[src/rtl/cache_refill_ctrl.sv]
// -----------------------------------------------------------------------------
// cache_refill_ctrl
//
// Memory-side refill engine for the 4-set direct-mapped data cache. On a load
// miss it reads the 16-byte line containing A from data memory as four word
// reads. It holds the words in d0..d3 and pulses fill_we for one cycle so the
// cache can write the line. Stall freezes the core until the fill has landed.
//
// Optional feature (compile-time macro REFILL_CRITICAL_WORD_FIRST_EN):
//   Defined   : the fetch starts at the word addressed by A[3:2] and wraps.
//               d0..d3 stay positional (d[k] always comes from base+4k).
//   Undefined : the fetch order is always word 0,1,2,3.
//
// Ports
//   clk        in   rising-edge clock
//   rst        in   synchronous, active-high reset
//   MemRead    in   core load access valid this cycle
//   A          in   core byte address (must be held stable while Stall is high)
//   Hit        in   cache tag match for A
//   Stall      out  freeze core/PC (combinational)
//   mem_req    out  memory read request
//   mem_addr   out  word-aligned memory read address
//   mem_ack    in   mem_rdata is valid this cycle
//   mem_rdata  in   memory read data
//   d0..d3     out  line words, d0 = lowest address
//   fill_we    out  one-cycle write strobe into the set selected by A[5:4]
//   busy       out  refill in progress (state != IDLE)
// -----------------------------------------------------------------------------
module cache_refill_ctrl #(
  parameter int DATA_WIDTH = 32,
  parameter int WORDS      = 4
) (
  input  logic                  clk,
  input  logic                  rst,
  input  logic                  MemRead,
  input  logic [DATA_WIDTH-1:0] A,
  input  logic                  Hit,
  output logic                  Stall,
  output logic                  mem_req,
  output logic [DATA_WIDTH-1:0] mem_addr,
  input  logic                  mem_ack,
  input  logic [DATA_WIDTH-1:0] mem_rdata,
  output logic [DATA_WIDTH-1:0] d0,
  output logic [DATA_WIDTH-1:0] d1,
  output logic [DATA_WIDTH-1:0] d2,
  output logic [DATA_WIDTH-1:0] d3,
  output logic                  fill_we,
  output logic                  busy
);

  // The line layout (two index bits, 16-byte line) is hard-wired below.
  if (WORDS != 4) begin : g_words_check
    $error("cache_refill_ctrl: WORDS must be 4");
  end

  typedef enum logic [1:0] {
    IDLE  = 2'd0,
    FETCH = 2'd1,
    FILL  = 2'd2
  } state_t;

  state_t                  state;
  state_t                  state_nxt;
  logic [DATA_WIDTH-5:0]   base_line;   // A[31:4] of the missing line
  logic [1:0]              idx;         // word currently being fetched
  logic [1:0]              ack_cnt;     // words received so far
  logic [1:0]              start_idx;
  logic [DATA_WIDTH-1:0]   line_q [WORDS];
  logic                    miss;

  assign miss = MemRead & ~Hit;

`ifdef REFILL_CRITICAL_WORD_FIRST_EN
  assign start_idx = A[3:2];
  logic unused_a_ofs;
  assign unused_a_ofs = ^A[1:0];
`else
  assign start_idx = 2'b00;
  logic unused_a_ofs;
  assign unused_a_ofs = ^A[3:0];
`endif

  // ---------------------------------------------------------------------------
  // State register
  // ---------------------------------------------------------------------------
  // NOTE: all clocked state uses non-blocking assignments so every register
  // samples the pre-edge values of its neighbours, independent of block order.
  always_ff @(posedge clk) begin
    if (rst) state <= IDLE;
    else     state <= state_nxt;
  end

  // ---------------------------------------------------------------------------
  // Next state and outputs
  // ---------------------------------------------------------------------------
  // NOTE: every output of this block gets a default first, so no path through
  // the case statement can leave a signal unassigned and infer a latch.
  always_comb begin
    state_nxt = state;
    mem_req   = 1'b0;
    fill_we   = 1'b0;
    busy      = (state != IDLE);
    Stall     = (state != IDLE) | miss;
    unique case (state)
      IDLE: begin
        if (miss) state_nxt = FETCH;
      end
      FETCH: begin
        mem_req = 1'b1;
        if (mem_ack && ack_cnt == 2'd3) state_nxt = FILL;
      end
      FILL: begin
        fill_we   = 1'b1;
        state_nxt = IDLE;
      end
      default: state_nxt = IDLE;
    endcase
  end

  // ---------------------------------------------------------------------------
  // Datapath: base/index capture and line buffer
  // ---------------------------------------------------------------------------
  // NOTE: the line buffer is only four words and its contents are visible on
  // d0..d3, so it is reset explicitly; a discarded partial line must read 0.
  always_ff @(posedge clk) begin
    if (rst) begin
      base_line <= '0;
      idx       <= '0;
      ack_cnt   <= '0;
      for (int k = 0; k < WORDS; k++) line_q[k] <= '0;
    end else begin
      unique case (state)
        IDLE: begin
          // Inputs are only sampled here; while busy the base is never relatched.
          if (miss) begin
            base_line <= A[DATA_WIDTH-1:4];
            idx       <= start_idx;
            ack_cnt   <= '0;
          end
        end
        FETCH: begin
          // mem_req is high throughout FETCH, so mem_ack alone qualifies a word.
          if (mem_ack) begin
            line_q[idx] <= mem_rdata;
            idx         <= idx + 2'd1;
            ack_cnt     <= ack_cnt + 2'd1;
          end
        end
        default: ;
      endcase
    end
  end

  // The word offset is concatenated rather than added: it can never carry
  // into the line address, and the byte offset is always zero.
  assign mem_addr = {base_line, idx, 2'b00};

  assign d0 = line_q[0];
  assign d1 = line_q[1];
  assign d2 = line_q[2];
  assign d3 = line_q[3];

endmodule

[config.mk]
export PLATFORM = sky130hd
export DESIGN_NAME = cache_refill_ctrl
export DESIGN_NICKNAME = d
export VERILOG_FILES = /design/src/rtl/cache_refill_ctrl.sv
export SDC_FILE = /design/constraint.sdc
export NUM_CORES = 1
export LEC_CHECK = 0
export CORE_MARGIN = 1
export CORE_UTILIZATION = 25
export DETAILED_ROUTE_END_ITERATION = 10
export SLEW_MARGIN = 5
export SYNTH_ARGS = -nofsm -noshare
export SYNTH_HDL_FRONTEND = slang
export SYNTH_SLANG_ARGS = --single-unit
[constraint.sdc]
create_clock -name clk -period 7.9 [get_ports clk]
set_clock_uncertainty 0.2 [all_clocks]
set_input_delay 1.185 -clock clk [delete_from_list [all_inputs] [get_ports clk]]
set_output_delay 1.185 -clock clk [all_outputs]
set_load 0.01 [all_outputs]
======== Word level (Yosys, flattened, before mapping) ========
Memories as Yosys holds them, arrays and structs flattened.
Index checks and enable logic that the tools add are counted.
cells by class
  multiplexer cells ....................... 19
  bitwise logic cells ..................... 3
  reductions and logical operators ........ 8
  add/subtract/negate cells ............... 2
  eq/ne operators ......................... 6
operators by type and width
  cell                                                              count
  32-bit 2-to-1 mux                                                 1
  32-bit OR reduction                                               1
  2-bit 2-to-1 mux                                                  6
  2-bit case mux with 2 select lines                                3
  1-bit 2-to-1 mux                                                  9
  2-bit inequality test (second input constant)                     3
  2-bit by 1-bit adder with 2-bit output (second input constant)    2
  2-bit == test (second input constant)                             2
  2-bit AND reduction                                               2
  2-bit nonzero test                                                2
  3-bit AND reduction                                               1
  2-bit by 1-bit == test with 1-bit output (second input constant)  1
  2-bit zero test                                                   1
  1-bit AND                                                         1
  1-bit logical AND                                                 1
  1-bit inverter                                                    1
  1-bit OR                                                          1
word-level totals
  RAM bits ................................ 128
  bits of input ports ..................... 69
  memories ................................ 1
  register bits ........................... 34
  logic and storage cells ................. 43
  output and inout bits ................... 164
memory list
  name    words  bits a word  rd ports  clocked after Yosys merged registers in  wr ports  RTL line  source
  line_q  4      32           4         0                                        4         68        logic [DATA_WIDTH-1:0] line_q [WORDS];

======== Longest topological paths before layout ========
  depth in word-level cells ............... 6
  mapped depth ............................ 5
  gate-level depth less buffers ........... 4

======== Worst setup path after synthesis ========
OpenSTA, ideal clock, no wires.
  path type ............................... input-to-reg
  start point ............................. in mem_ack
  end point ............................... mem line_q[1][0] (enable)
  data arrival time ....................... 2.962 ns
  path buffers ............................ 0
  stages .................................. 2
  required time ........................... 7.272 ns
  setup time .............................. 0.428 ns
  path slack .............................. 4.310 ns
  path through ............................ nand3b_1 -> o21bai_1
RTL lines
  item             RTL line  source
  start, declared  41        input logic mem_ack,
  end, declared    68

==> metrics.log <==
INFO  metric critical_path.startpoint_type = primary input
INFO  metric post_synth_xor_area_fraction = 0%
INFO  metric ys_ff_latch = 162
INFO  metric totalWireLength = 15.8 mm
INFO  metric fraction_of_the_mapped_netlist_area_in_simple_logic_gates = 19.3%
INFO  metric worst_ep_required_time = 7.74 ns
INFO  metric worstSkewPairLatency = 0.42 ns
INFO  metric rr_worst_depth = 3
INFO  metric global_route.overflow_total = 0
INFO  metric antenna_cells = 0
INFO  metric worst_path_max_delay_cell = sky130_fd_sc_hd__and4bb_2
INFO  metric drt_first_iter_violations = 128
INFO  metric nNetsFinal = 732
INFO  metric remaining_drc_errors = 0
INFO  metric kind_of_critical_path = in -> reg
INFO  metric largest_family_of_logic_cells_by_synthesized_area = simple AND/OR/NAND/NOR gates
INFO  metric synth_compound_area_share = 3.44%
INFO  metric gp_congestion = 0.690
INFO  metric path_buf_inv = 1
INFO  metric cts_hold_repair.buffers = 0
INFO  metric critPathMaxStageDelay = 0.83 ns
INFO  metric relSlewSlack = 33.0%
INFO  metric synth_most_common_cell = sky130_fd_sc_hd__and2_1
INFO  metric synthMuxAreaShare = 0%
INFO  metric cell_rows = 56
INFO  metric number_of_vias_after_detailed_routing = 4002
INFO  metric dieArea = 24700 µm²
INFO  metric post_drt_wl_per_cell = 15.9 µm
INFO  metric power_density = 220 nW/µm²
INFO  metric placedInstanceArea = 8670 µm²
INFO  metric synth.top_cells.by_area = sky130_fd_sc_hd__edfxtp_1 (64%), sky130_fd_sc_hd__and2_1 (13%), sky130_fd_sc_hd__dfxtp_1 (11%)
INFO  metric cts_made_buffers = 17
INFO  metric ff_to_ff_setup_slack = 4.90 ns
INFO  metric cts.root.buffer_cell = sky130_fd_sc_hd__clkbuf_16
INFO  metric die_width = 157 µm
INFO  metric htree_num_levels = 4
INFO  metric report.final.hold_viol_count = 0
INFO  metric pin_count = 233
INFO  metric fp.dieH = 157 µm
INFO  metric worst_setup_hold_path_clk_slew = 0.07 ns
INFO  metric sequential_element_share_of_the_synthesized_area = 75.0%
INFO  metric path_delay_family = simple AND/OR/NAND/NOR gates
INFO  metric max-vdd-ir-drop = 0.120 mV
INFO  metric post_drt_via_cell_ratio = 4.03
INFO  metric setup_viol_count_final = 0
INFO  metric drtAntennaViolNets = 0
INFO  metric fin_crit_sh = 49.4%
INFO  metric min-delay-path-class = reg -> reg
INFO  metric synth_ff_type = sky130_fd_sc_hd__edfxtp_1
INFO  metric pre_cts_ws = 3.47 ns
INFO  metric post_cts.resized_instances = 0
INFO  metric number_of_i_o_port_buffers = 226
INFO  metric worstSetupPathDepth = 4
INFO  metric post-route-worst-setup-slack = 4.00 ns
INFO  metric syn-instance-count = 435
INFO  metric first_pass_iters = 4
INFO  metric power = 0.00205 W
INFO  metric cap_viol_max_count = 0
INFO  metric post_synth_instance_area = 6030 µm²
INFO  metric core_area = 23500 µm²
INFO  metric postSynth.asyncResetShare = 0%
INFO  metric detailed_placer_s_ending_hpwl = 10.2 mm
INFO  metric timing_max_transition_violations_final = 0
INFO  metric critical_path.cell_chain = clkdlybuf4s50_1, and4bb_2, nor3b_4, or2_2
INFO  metric critPathMaxFanout = 35
INFO  metric grt_pass1_vias = 3940
INFO  metric final.min_clock_period = 3.90 ns
INFO  metric synth-edff-count = 128
INFO  metric yosys_warnings = 0
INFO  metric yosysTopAreaCell = sky130_fd_sc_hd__edfxtp_1
INFO  metric area_growth = 54.5%
INFO  metric status = completed
INFO  metric synth_common_cells = sky130_fd_sc_hd__and2_1 (129), sky130_fd_sc_hd__edfxtp_1 (128), sky130_fd_sc_hd__nand2_1 (57)
INFO  metric initial_utilization = 25.6%
INFO  metric cts_post_setup_buffers_inserted = 0
INFO  metric fin_tns_setup = 0 ns
INFO  metric grt_setup_unrepaired = false
INFO  metric pin_count_of_the_biggest_net_entering_global_routing = 40
INFO  metric min_path_cells = 2
INFO  metric global_route.usage.total = 12.9%
INFO  metric adder_and_majority_cell_fraction_of_the_synthesized_area = 0.208%
INFO  metric first_pass_grt_wire_length = 23.4 mm
INFO  metric worst_ep_arrival_time = 3.74 ns
INFO  metric synth_top_cell_area_share = 63.7%
INFO  metric cts_sinks = 162
INFO  metric layout.cell_area.non_filler = 9320 µm²
INFO  metric number_of_antenna_violations_at_the_first_check_in_global_routing = 0
INFO  metric power_leakage = 3.39 nW
INFO  metric crit_path_end_kind = register
INFO  metric final_layout_size_suffix_gt1_share = 7.11%
INFO  metric tritoncts = built
INFO  metric final_core_utilization = 39.6%
INFO  metric clock_tree.buffer_depth = 2
INFO  metric tightestPinTransition = 1.00 ns
INFO  metric postSynthAreaPerCell = 13.9 µm²
INFO  metric maxClockFrequency = 256 MHz
INFO  metric yosys.cell_types.count = 29
-- worst paths after layout --
| path | from | endpoint |
|---|---|---|
| worst max-delay path | mem_ack | line_q[0][18] |
| worst min-delay path | base_line[24] | base_line[24] |
| worst max register to register | state[0] | line_q[0][18] |
| worst min register to register | base_line[24] | base_line[24] |
-- area by class of cell --
cell class	instances	area, µm²
Fill cell	2257	14200
Sequential cell	162	4520
Timing Repair Buffer	233	2310
Multi-Input combinational cell	246	1430
Clock buffer	17	425
Tap cell	319	399
Clock inverter	15	219
Inverter	2	7.51
-- state kept, by name, summed over array words and instances (netlist names) --
register,cells
ack_cnt,2
base_line,28
idx,2
line_q,128
state,2
-- power breakdown --
| group | total, W | internal (W) | switching [W] |
|---|---|---|---|
| registers | 0.000965 | 0.000953 | 0.0000119 |
| logic | 0.000178 | 0.0000968 | 0.0000812 |
| clock network | 0.000906 | 0.000541 | 0.000365 |
-- worst register-to-register path, cell delays in order (launching register included) --
cell and delay (ns):
sky130_fd_sc_hd__dfxtp_1 0.44, sky130_fd_sc_hd__and4bb_2 0.84, sky130_fd_sc_hd__nor3b_4 0.31, sky130_fd_sc_hd__or2_2 0.80
-- cells by family after synthesis --
kind of cell / Yosys count
simple gates: 206
flops: 162
compound gates: 37
buf+inv: 28
fa+ha+maj: 1
other cells: 1
-- through the flow --
step	instances	hold slack [ns]
finish	994	0.252
floorplan	436	0.252
CTS	994	0.255
global route	994	0.275
global placement	962	0.241
detailed placement	962	0.246
-- routing by layer --
metal / track usage [%] / wire length [µm] / vias up
met5: 0 / 0 / -
met4: 2.91 / 80 / 0
met3: 4.43 / 1070 / 6
met2: 21.6 / 7600 / 147
met1: 16.0 / 7030 / 1910
li1: - / - / 1939
-- cells in the final DEF (no fill, tap or decap), drive strengths merged --
cell type,n
buf,7
nand2b,1
inv,9
and4bb,1
or2,3
conb,2
nand2,57
o21bai,1
nor3b,1
nor3,1
dfxtp,34
or4b,1
a41o,2
a21oi,31
and3,2
a311o,1
edfxtp,128
clkbuf,17
bufinv,4
nor2,1
clkdlybuf4s50,226
clkinv,3
nand3,3
ha,1
and2,129
clkinvlp,1
nand3b,1
a21o,1
nor4b,1
nand4b,1
o31ai,1
nor2b,3
(Power assumes the default switching activity.)
